File: src/rtl/mem_arb_if.sv
// Bus bundle between the masters, the mem_arb arbiter and the slave.
// The m_lock_i input exists only when MEM_ARB_LOCK_EN is defined.
interface mem_arb_if #(
  parameter int NUM_MASTERS = 2,
  parameter int AW          = 32,
  parameter int DW          = 32
);
  localparam int BW = DW / 8;

  logic [NUM_MASTERS-1:0]    m_req_i;
  logic [NUM_MASTERS-1:0]    m_we_i;
  logic [NUM_MASTERS*AW-1:0] m_addr_bi;
  logic [NUM_MASTERS*DW-1:0] m_wdata_bi;
  logic [NUM_MASTERS*BW-1:0] m_be_bi;
  logic [NUM_MASTERS-1:0]    m_ack_o;
  logic [NUM_MASTERS-1:0]    m_resp_o;
  logic [DW-1:0]             m_rdata_bo;
  logic                      s_req_o;
  logic                      s_we_o;
  logic [AW-1:0]             s_addr_bo;
  logic [DW-1:0]             s_wdata_bo;
  logic [BW-1:0]             s_be_bo;
  logic [DW-1:0]             s_rdata_bi;
`ifdef MEM_ARB_LOCK_EN
  logic [NUM_MASTERS-1:0]    m_lock_i;

  modport slave (
    input  m_req_i, m_we_i, m_addr_bi, m_wdata_bi, m_be_bi, m_lock_i, s_rdata_bi,
    output m_ack_o, m_resp_o, m_rdata_bo, s_req_o, s_we_o, s_addr_bo, s_wdata_bo, s_be_bo
  );
  modport master (
    output m_req_i, m_we_i, m_addr_bi, m_wdata_bi, m_be_bi, m_lock_i, s_rdata_bi,
    input  m_ack_o, m_resp_o, m_rdata_bo, s_req_o, s_we_o, s_addr_bo, s_wdata_bo, s_be_bo
  );
`else
  modport slave (
    input  m_req_i, m_we_i, m_addr_bi, m_wdata_bi, m_be_bi, s_rdata_bi,
    output m_ack_o, m_resp_o, m_rdata_bo, s_req_o, s_we_o, s_addr_bo, s_wdata_bo, s_be_bo
  );
  modport master (
    output m_req_i, m_we_i, m_addr_bi, m_wdata_bi, m_be_bi, s_rdata_bi,
    input  m_ack_o, m_resp_o, m_rdata_bo, s_req_o, s_we_o, s_addr_bo, s_wdata_bo, s_be_bo
  );
`endif
endinterface

File: src/rtl/mem_arb.sv
// N-master to 1-slave memory arbiter, fixed-priority or round-robin, combinational grant.
// Optional grant locking is enabled with macro MEM_ARB_LOCK_EN.
module mem_arb #(
  parameter int NUM_MASTERS = 2,
  parameter int AW          = 32,
  parameter int DW          = 32,
  parameter int RR_EN       = 0
) (
  input  logic     clk_i,
  input  logic     rst_i,
  mem_arb_if.slave bus
);
  localparam int            BW       = DW / 8;
  localparam int            IW       = $clog2(NUM_MASTERS);
  localparam logic [IW-1:0] LAST_RST = IW'(NUM_MASTERS - 1);

  logic [IW-1:0]          last_q, last_d;
  logic [NUM_MASTERS-1:0] resp_q, resp_d;
  logic [NUM_MASTERS-1:0] req_eff;
  logic [NUM_MASTERS-1:0] gnt_oh;
  logic [IW-1:0]          gnt_idx;
  logic                   gnt_vld;
  logic                   gnt_we;

  // Requests are masked while in reset so nothing reaches the slave.
  assign req_eff = rst_i ? bus.m_req_i : '0;

`ifdef MEM_ARB_LOCK_EN
  logic [NUM_MASTERS-1:0] prev_gnt_q, prev_gnt_d;
  logic [NUM_MASTERS-1:0] lock_hit;

  assign lock_hit = prev_gnt_q & req_eff & bus.m_lock_i;
`endif

  // NOTE: every output of a combinational block gets a default first, so no path leaves it unassigned and no latch is inferred.
  always_comb begin
    logic [IW-1:0] cidx;
    gnt_vld = 1'b0;
    gnt_idx = '0;
    cidx    = '0;
    if (RR_EN != 0) begin
      // Walk offsets from farthest to nearest so the nearest requester after last_q wins.
      for (int i = NUM_MASTERS; i >= 1; i--) begin
        cidx = IW'((int'(last_q) + i) % NUM_MASTERS);
        if (req_eff[cidx]) begin
          gnt_vld = 1'b1;
          gnt_idx = cidx;
        end
      end
    end else begin
      for (int i = NUM_MASTERS - 1; i >= 0; i--) begin
        if (req_eff[i]) begin
          gnt_vld = 1'b1;
          gnt_idx = IW'(i);
        end
      end
    end
`ifdef MEM_ARB_LOCK_EN
    for (int i = 0; i < NUM_MASTERS; i++) begin
      if (lock_hit[i]) begin
        gnt_vld = 1'b1;
        gnt_idx = IW'(i);
      end
    end
`endif
  end

  always_comb begin
    gnt_oh = '0;
    if (gnt_vld) gnt_oh[gnt_idx] = 1'b1;
    gnt_we = gnt_vld & bus.m_we_i[gnt_idx];
  end

  always_comb begin
    bus.s_req_o    = gnt_vld;
    bus.s_we_o     = gnt_we;
    bus.s_addr_bo  = '0;
    bus.s_wdata_bo = '0;
    bus.s_be_bo    = '0;
    if (gnt_vld) begin
      bus.s_addr_bo  = bus.m_addr_bi [int'(gnt_idx)*AW +: AW];
      bus.s_wdata_bo = bus.m_wdata_bi[int'(gnt_idx)*DW +: DW];
      bus.s_be_bo    = bus.m_be_bi   [int'(gnt_idx)*BW +: BW];
    end
  end

  assign bus.m_ack_o    = gnt_oh;
  assign bus.m_resp_o   = resp_q;
  assign bus.m_rdata_bo = bus.s_rdata_bi;

  always_comb begin
    last_d = gnt_vld ? gnt_idx : last_q;
    resp_d = (gnt_vld && !gnt_we) ? gnt_oh : '0;
`ifdef MEM_ARB_LOCK_EN
    prev_gnt_d = gnt_oh;
`endif
  end

  // NOTE: state registers use non-blocking assignments so every flop samples pre-edge values.
  always_ff @(posedge clk_i or negedge rst_i) begin
    if (!rst_i) begin
      last_q     <= LAST_RST;
      resp_q     <= '0;
`ifdef MEM_ARB_LOCK_EN
      prev_gnt_q <= '0;
`endif
    end else begin
      last_q     <= last_d;
      resp_q     <= resp_d;
`ifdef MEM_ARB_LOCK_EN
      prev_gnt_q <= prev_gnt_d;
`endif
    end
  end
endmodule

File: src/flat_wrapper.sv
// flat-port wrapper written by rule: the top's interface ports become plain ports
module mem_arb_flat 
#(
  parameter int NUM_MASTERS = 2,
  parameter int AW          = 32,
  parameter int DW          = 32,
  parameter int RR_EN       = 0
)
  (clk_i, rst_i, bus_m_req_i, bus_m_we_i, bus_m_addr_bi, bus_m_wdata_bi, bus_m_be_bi, bus_s_rdata_bi, bus_m_ack_o, bus_m_resp_o, bus_m_rdata_bo, bus_s_req_o, bus_s_we_o, bus_s_addr_bo, bus_s_wdata_bo, bus_s_be_bo);
  mem_arb_if #(.NUM_MASTERS(NUM_MASTERS), .AW(AW), .DW(DW)) bus_i ();
  input  logic clk_i;
  input  logic rst_i;
  input wire logic [$bits(bus_i.m_req_i)-1:0] bus_m_req_i;
  input wire logic [$bits(bus_i.m_we_i)-1:0] bus_m_we_i;
  input wire logic [$bits(bus_i.m_addr_bi)-1:0] bus_m_addr_bi;
  input wire logic [$bits(bus_i.m_wdata_bi)-1:0] bus_m_wdata_bi;
  input wire logic [$bits(bus_i.m_be_bi)-1:0] bus_m_be_bi;
  input wire logic [$bits(bus_i.s_rdata_bi)-1:0] bus_s_rdata_bi;
  output wire logic [$bits(bus_i.m_ack_o)-1:0] bus_m_ack_o;
  output wire logic [$bits(bus_i.m_resp_o)-1:0] bus_m_resp_o;
  output wire logic [$bits(bus_i.m_rdata_bo)-1:0] bus_m_rdata_bo;
  output wire logic [$bits(bus_i.s_req_o)-1:0] bus_s_req_o;
  output wire logic [$bits(bus_i.s_we_o)-1:0] bus_s_we_o;
  output wire logic [$bits(bus_i.s_addr_bo)-1:0] bus_s_addr_bo;
  output wire logic [$bits(bus_i.s_wdata_bo)-1:0] bus_s_wdata_bo;
  output wire logic [$bits(bus_i.s_be_bo)-1:0] bus_s_be_bo;
  assign bus_i.m_req_i = bus_m_req_i;
  assign bus_i.m_we_i = bus_m_we_i;
  assign bus_i.m_addr_bi = bus_m_addr_bi;
  assign bus_i.m_wdata_bi = bus_m_wdata_bi;
  assign bus_i.m_be_bi = bus_m_be_bi;
  assign bus_i.s_rdata_bi = bus_s_rdata_bi;
  assign bus_m_ack_o = bus_i.m_ack_o;
  assign bus_m_resp_o = bus_i.m_resp_o;
  assign bus_m_rdata_bo = bus_i.m_rdata_bo;
  assign bus_s_req_o = bus_i.s_req_o;
  assign bus_s_we_o = bus_i.s_we_o;
  assign bus_s_addr_bo = bus_i.s_addr_bo;
  assign bus_s_wdata_bo = bus_i.s_wdata_bo;
  assign bus_s_be_bo = bus_i.s_be_bo;
  mem_arb #(.NUM_MASTERS(NUM_MASTERS), .AW(AW), .DW(DW), .RR_EN(RR_EN)) u_core (.clk_i(clk_i), .rst_i(rst_i), .bus(bus_i));
endmodule
File: config.mk
export PLATFORM = sky130hd
export DESIGN_NAME = mem_arb_flat
export DESIGN_NICKNAME = d
export VERILOG_FILES = /design/src/rtl/mem_arb_if.sv /design/src/rtl/mem_arb.sv /design/src/flat_wrapper.sv
export SDC_FILE = /design/constraint.sdc
export NUM_CORES = 1
export LEC_CHECK = 0
export CORE_AREA = 4 4 105 107
export CTS_CLUSTER_SIZE = 25
export DETAILED_ROUTE_END_ITERATION = 8
export DIE_AREA = 0 0 109 111
export DONT_BUFFER_PORTS = 1
export PLACE_DENSITY = 0.32
export SLEW_MARGIN = 25
export SYNTH_ARGS = -nofsm -noshare
export SYNTH_HDL_FRONTEND = slang
export SYNTH_SLANG_ARGS = --single-unit
File: constraint.sdc
create_clock -name clk_i -period 1.9 [get_ports clk_i]
set_clock_uncertainty 0.2 [all_clocks]
set_input_delay 0.38 -clock clk_i [delete_from_list [all_inputs] [get_ports clk_i]]
set_output_delay 0.38 -clock clk_i [all_outputs]
set_load 0.1 [all_outputs]
==> run_results.csv <==
group,metric,value,unit
outcome,outcome,"completed",
synth,syn_nets,455,
clocking,cts_buffer_depth,2,
route,routed_wl,6.591,mm
critical_path,path_delay_family,"buffers and inverters",
sta,post-route-min-period,1.815,ns
synth,syn_area,0.001827,sq mm
placed_design,gp_congestion,0.7453,
synth,synth_top_cell_by_area,"o21ai_2",
power,intPower,0.0006079,W
clocking,cts_hold_buf,1,
power,sw_frac_of_total,0.6040,
clocking,ctsResizeCount,0,
placed_design,portBuffers,0,
job,cap_viol_max_count,0,
synth,ys_async_sr_fraction,1.000,
clocking,cts_buffers,3,
floorplanning,ios,280,
sta,rsz0062_at_grt,"false",
final_layout,fillers,1067,
sta,hold_violations,0,
critical_path,required,1.32,ns
sta,setup_ws,0.08519,ns
floorplanning,die_h,111,um
sta,drv_slew,0,
clocking,clkTransAtPathRegs,0.03,ns
worst_hold_path,hold_path.class,"in -> reg",
route,drt_iter0_drc,138,
critical_path,path_buf_inv,2,
floorplanning,start_util,0.1802,
sta,min_period_over_period,0.9552,
synth,ys.flop_type,"dfrtp_1",
grt,grt-ovfl-total,0,
power,power_density,508.0,mW/mm^2
clocking,postCtsSetupRepairBufs,0,
synth,synth_top_area_share,0.3260,
final_layout,largest_reg_flops,2,
final_layout,syn_to_final_growth,65.41,%
power,vdd_drop_max,0.2118,mV
critical_path,critPathSlowestCell,"o21ai_2",
critical_path,cp.depth,4,
power,p_sw,0.0009272,W
route,num_vias,1980,
final_layout,final_cell_count_no_fill,433,
placed_design,dp.cells,429,
grt,antenna_found_initial,0,
clocking,clock_sink_count,2,
critical_path,worst_setup_path_start_kind,"input pin",
placed_design,dp_slack,0.1049,ns
grt,grt_pass1_wl,10.32,mm
clocking,htreeDepth,1,
critical_path,crit_top_cell,"buf_12",
critical_path,crit_end,"bus_s_wdata_bo[28]",
floorplanning,dieArea,0.01210,sq mm
route,drc,0,
synth,synth_seq_area_share,0.02740,
floorplanning,placementRows,37,
synth,synth_commonest_cells,"nand2_1 (69), nand3_1 (69), o21ai_2 (68), buf_4 (34), buf_2 (12)",
synth,synth_edf_count,0,
grt,grt_max_degree,142,
sta,max_freq,551.0,MHz
synth,netlist_top_cells_area,"o21ai_2 (33%), nand3_1 (19%), nand2_1 (14%), buf_4 (14%), buf_12 (8.8%)",
final_layout,layout-drive-gt1-share,0.5185,
final_layout,antenna_cells,0,
synth,synth_cell_types,16,
power,p_comb_frac,0.864,
synth,ys_warn_count,0,
synth,synthesis.instances,281,
route,firstDrtPassIters,6,
critical_path,end_kind,"output port",
clocking,cts_tree,"yes",
power,leakage,1.167,nW
critical_path,crit_start,"bus_m_req_i[0]",
grt,track_usage,0.1021,
sta,setup_viol,0,
grt,grt_pass1_vias,2076,
critical_path,max_stage_delay,0.22,ns
critical_path,crit_fanout,72,
route,wl_per_cell,15.22,um
clocking,ctsRootBufferMaster,"clkbuf_8",
synth,synth_seq_cells,2,
route,viasPerCell,4.573,
placed_design,hpwlAfterDp,5.382,mm
floorplanning,die_x,109,um
power,p_seq_frac,0.029,
synth,syn_avg_cell_area,6.501,sq um
sta,tightestPinTransition,0.5301,ns
critical_path,critical_path_arrival,1.23,ns
power,p_clk_frac,0.107,
final_layout,final_nets,473,
sta,slew_headroom,0.6466,
critical_path,path_cells,"nand2b_4, buf_12, o21ai_2, buf_12",
critical_path,critPathKind,"in -> out",
floorplanning,core-area,0.01014,sq mm
route,final_antenna_net_count,0,
layout by cell type (no fill, tap or decap), types with 2 or more instances in the layout:
master | synthesis | routed
nand3_1 | 69 | 69
nand2_1 | 69 | 69
clkbuf_8 | 0 | 3
o21ai_2 | 68 | 68
dfrtp_1 | 2 | 2
buf_4 | 34 | 4
buf_12 | 8 | 72
per-stage QoR:
stage | cell area [sq um] | hold slack (ns) | utilization | total power (W) | TNS (ns)
5_1_grt | 3022 | 0.02537 | 0.2980 | 0.001596 | 0
3_5_place_dp | 2970 | -0.1100 | 0.2930 | 0.001381 | 0
6_report | 3022 | 0.03642 | 0.2980 | 0.001535 | 0
4_1_cts | 3022 | 0.02964 | 0.2980 | 0.001555 | 0
3_3_place_gp | 2970 | -0.1116 | 0.2930 | 0.001375 | 0
2_1_floorplan | 1856 | -0.1156 | - | 0.001343 | -29.49
cell type report:
cell class / count / area [sq um] / area share
inverter: 1 / 3.754 / 0.001242
tap: 136 / 170.2 / 0.05631
timing repair buffer: 77 / 1481 / 0.4903
sequential: 2 / 50.05 / 0.01656
clock buffer: 3 / 41.29 / 0.01366
multi-input combinational: 214 / 1275 / 0.4219
power groups by stage:
| stage | Sequential [W] | Clock [W] | Combinational [W] |
|---|---|---|---|
| 2_1_floorplan | 0.0000552 | 0 | 0.00129 |
| 3_3_place_gp | 0.0000451 | 0 | 0.00133 |
| 3_5_place_dp | 0.0000452 | 0 | 0.00134 |
| 4_1_cts | 0.0000448 | 0.000172 | 0.00134 |
| 5_1_grt | 0.0000448 | 0.000183 | 0.00137 |
| 6_report | 0.0000448 | 0.000164 | 0.00133 |
worst min path at each step:
| stage | from | endpoint | slack, ns | cells after the start |
|---|---|---|---|---|
| 6_report | bus_m_we_i[1] | u_core.bus.m_resp_o[1] | 0.04 | 1 |
| 5_1_grt | bus_m_we_i[1] | u_core.bus.m_resp_o[1] | 0.03 | 1 |
| 4_1_cts | bus_m_we_i[0] | u_core.bus.m_resp_o[0] | 0.03 | 1 |
| 3_5_place_dp | rst_i | u_core.bus.m_resp_o[0] | -0.11 | 0 |
| 3_3_place_gp | rst_i | u_core.bus.m_resp_o[0] | -0.11 | 0 |
| 2_1_floorplan | rst_i | u_core.bus.m_resp_o[0] | -0.12 | 0 |
metal layers:
metal / share of wire / up-vias / track usage
met1: 0.33 / 871 / 0.1088
met4: 0.019 / 0 / 0.02441
met5: 0 / - / 0
li1: - / 964 / -
met2: 0.54 / 131 / 0.1900
met3: 0.12 / 14 / 0.03320
cells by family (layout without fill, tap and decap cells):
| family | Yosys count | after routing | synth area share |
|---|---|---|---|
| buffers and inverters | 65 | 81 | 0.2870 |
| AO/OA/AOI/OAI | 69 | 69 | 0.3288 |
| AND/OR/NAND/NOR | 145 | 145 | 0.3569 |
| flip-flops | 2 | 2 | 0.02740 |
Note: power is estimated with default switching activity, not from simulation.
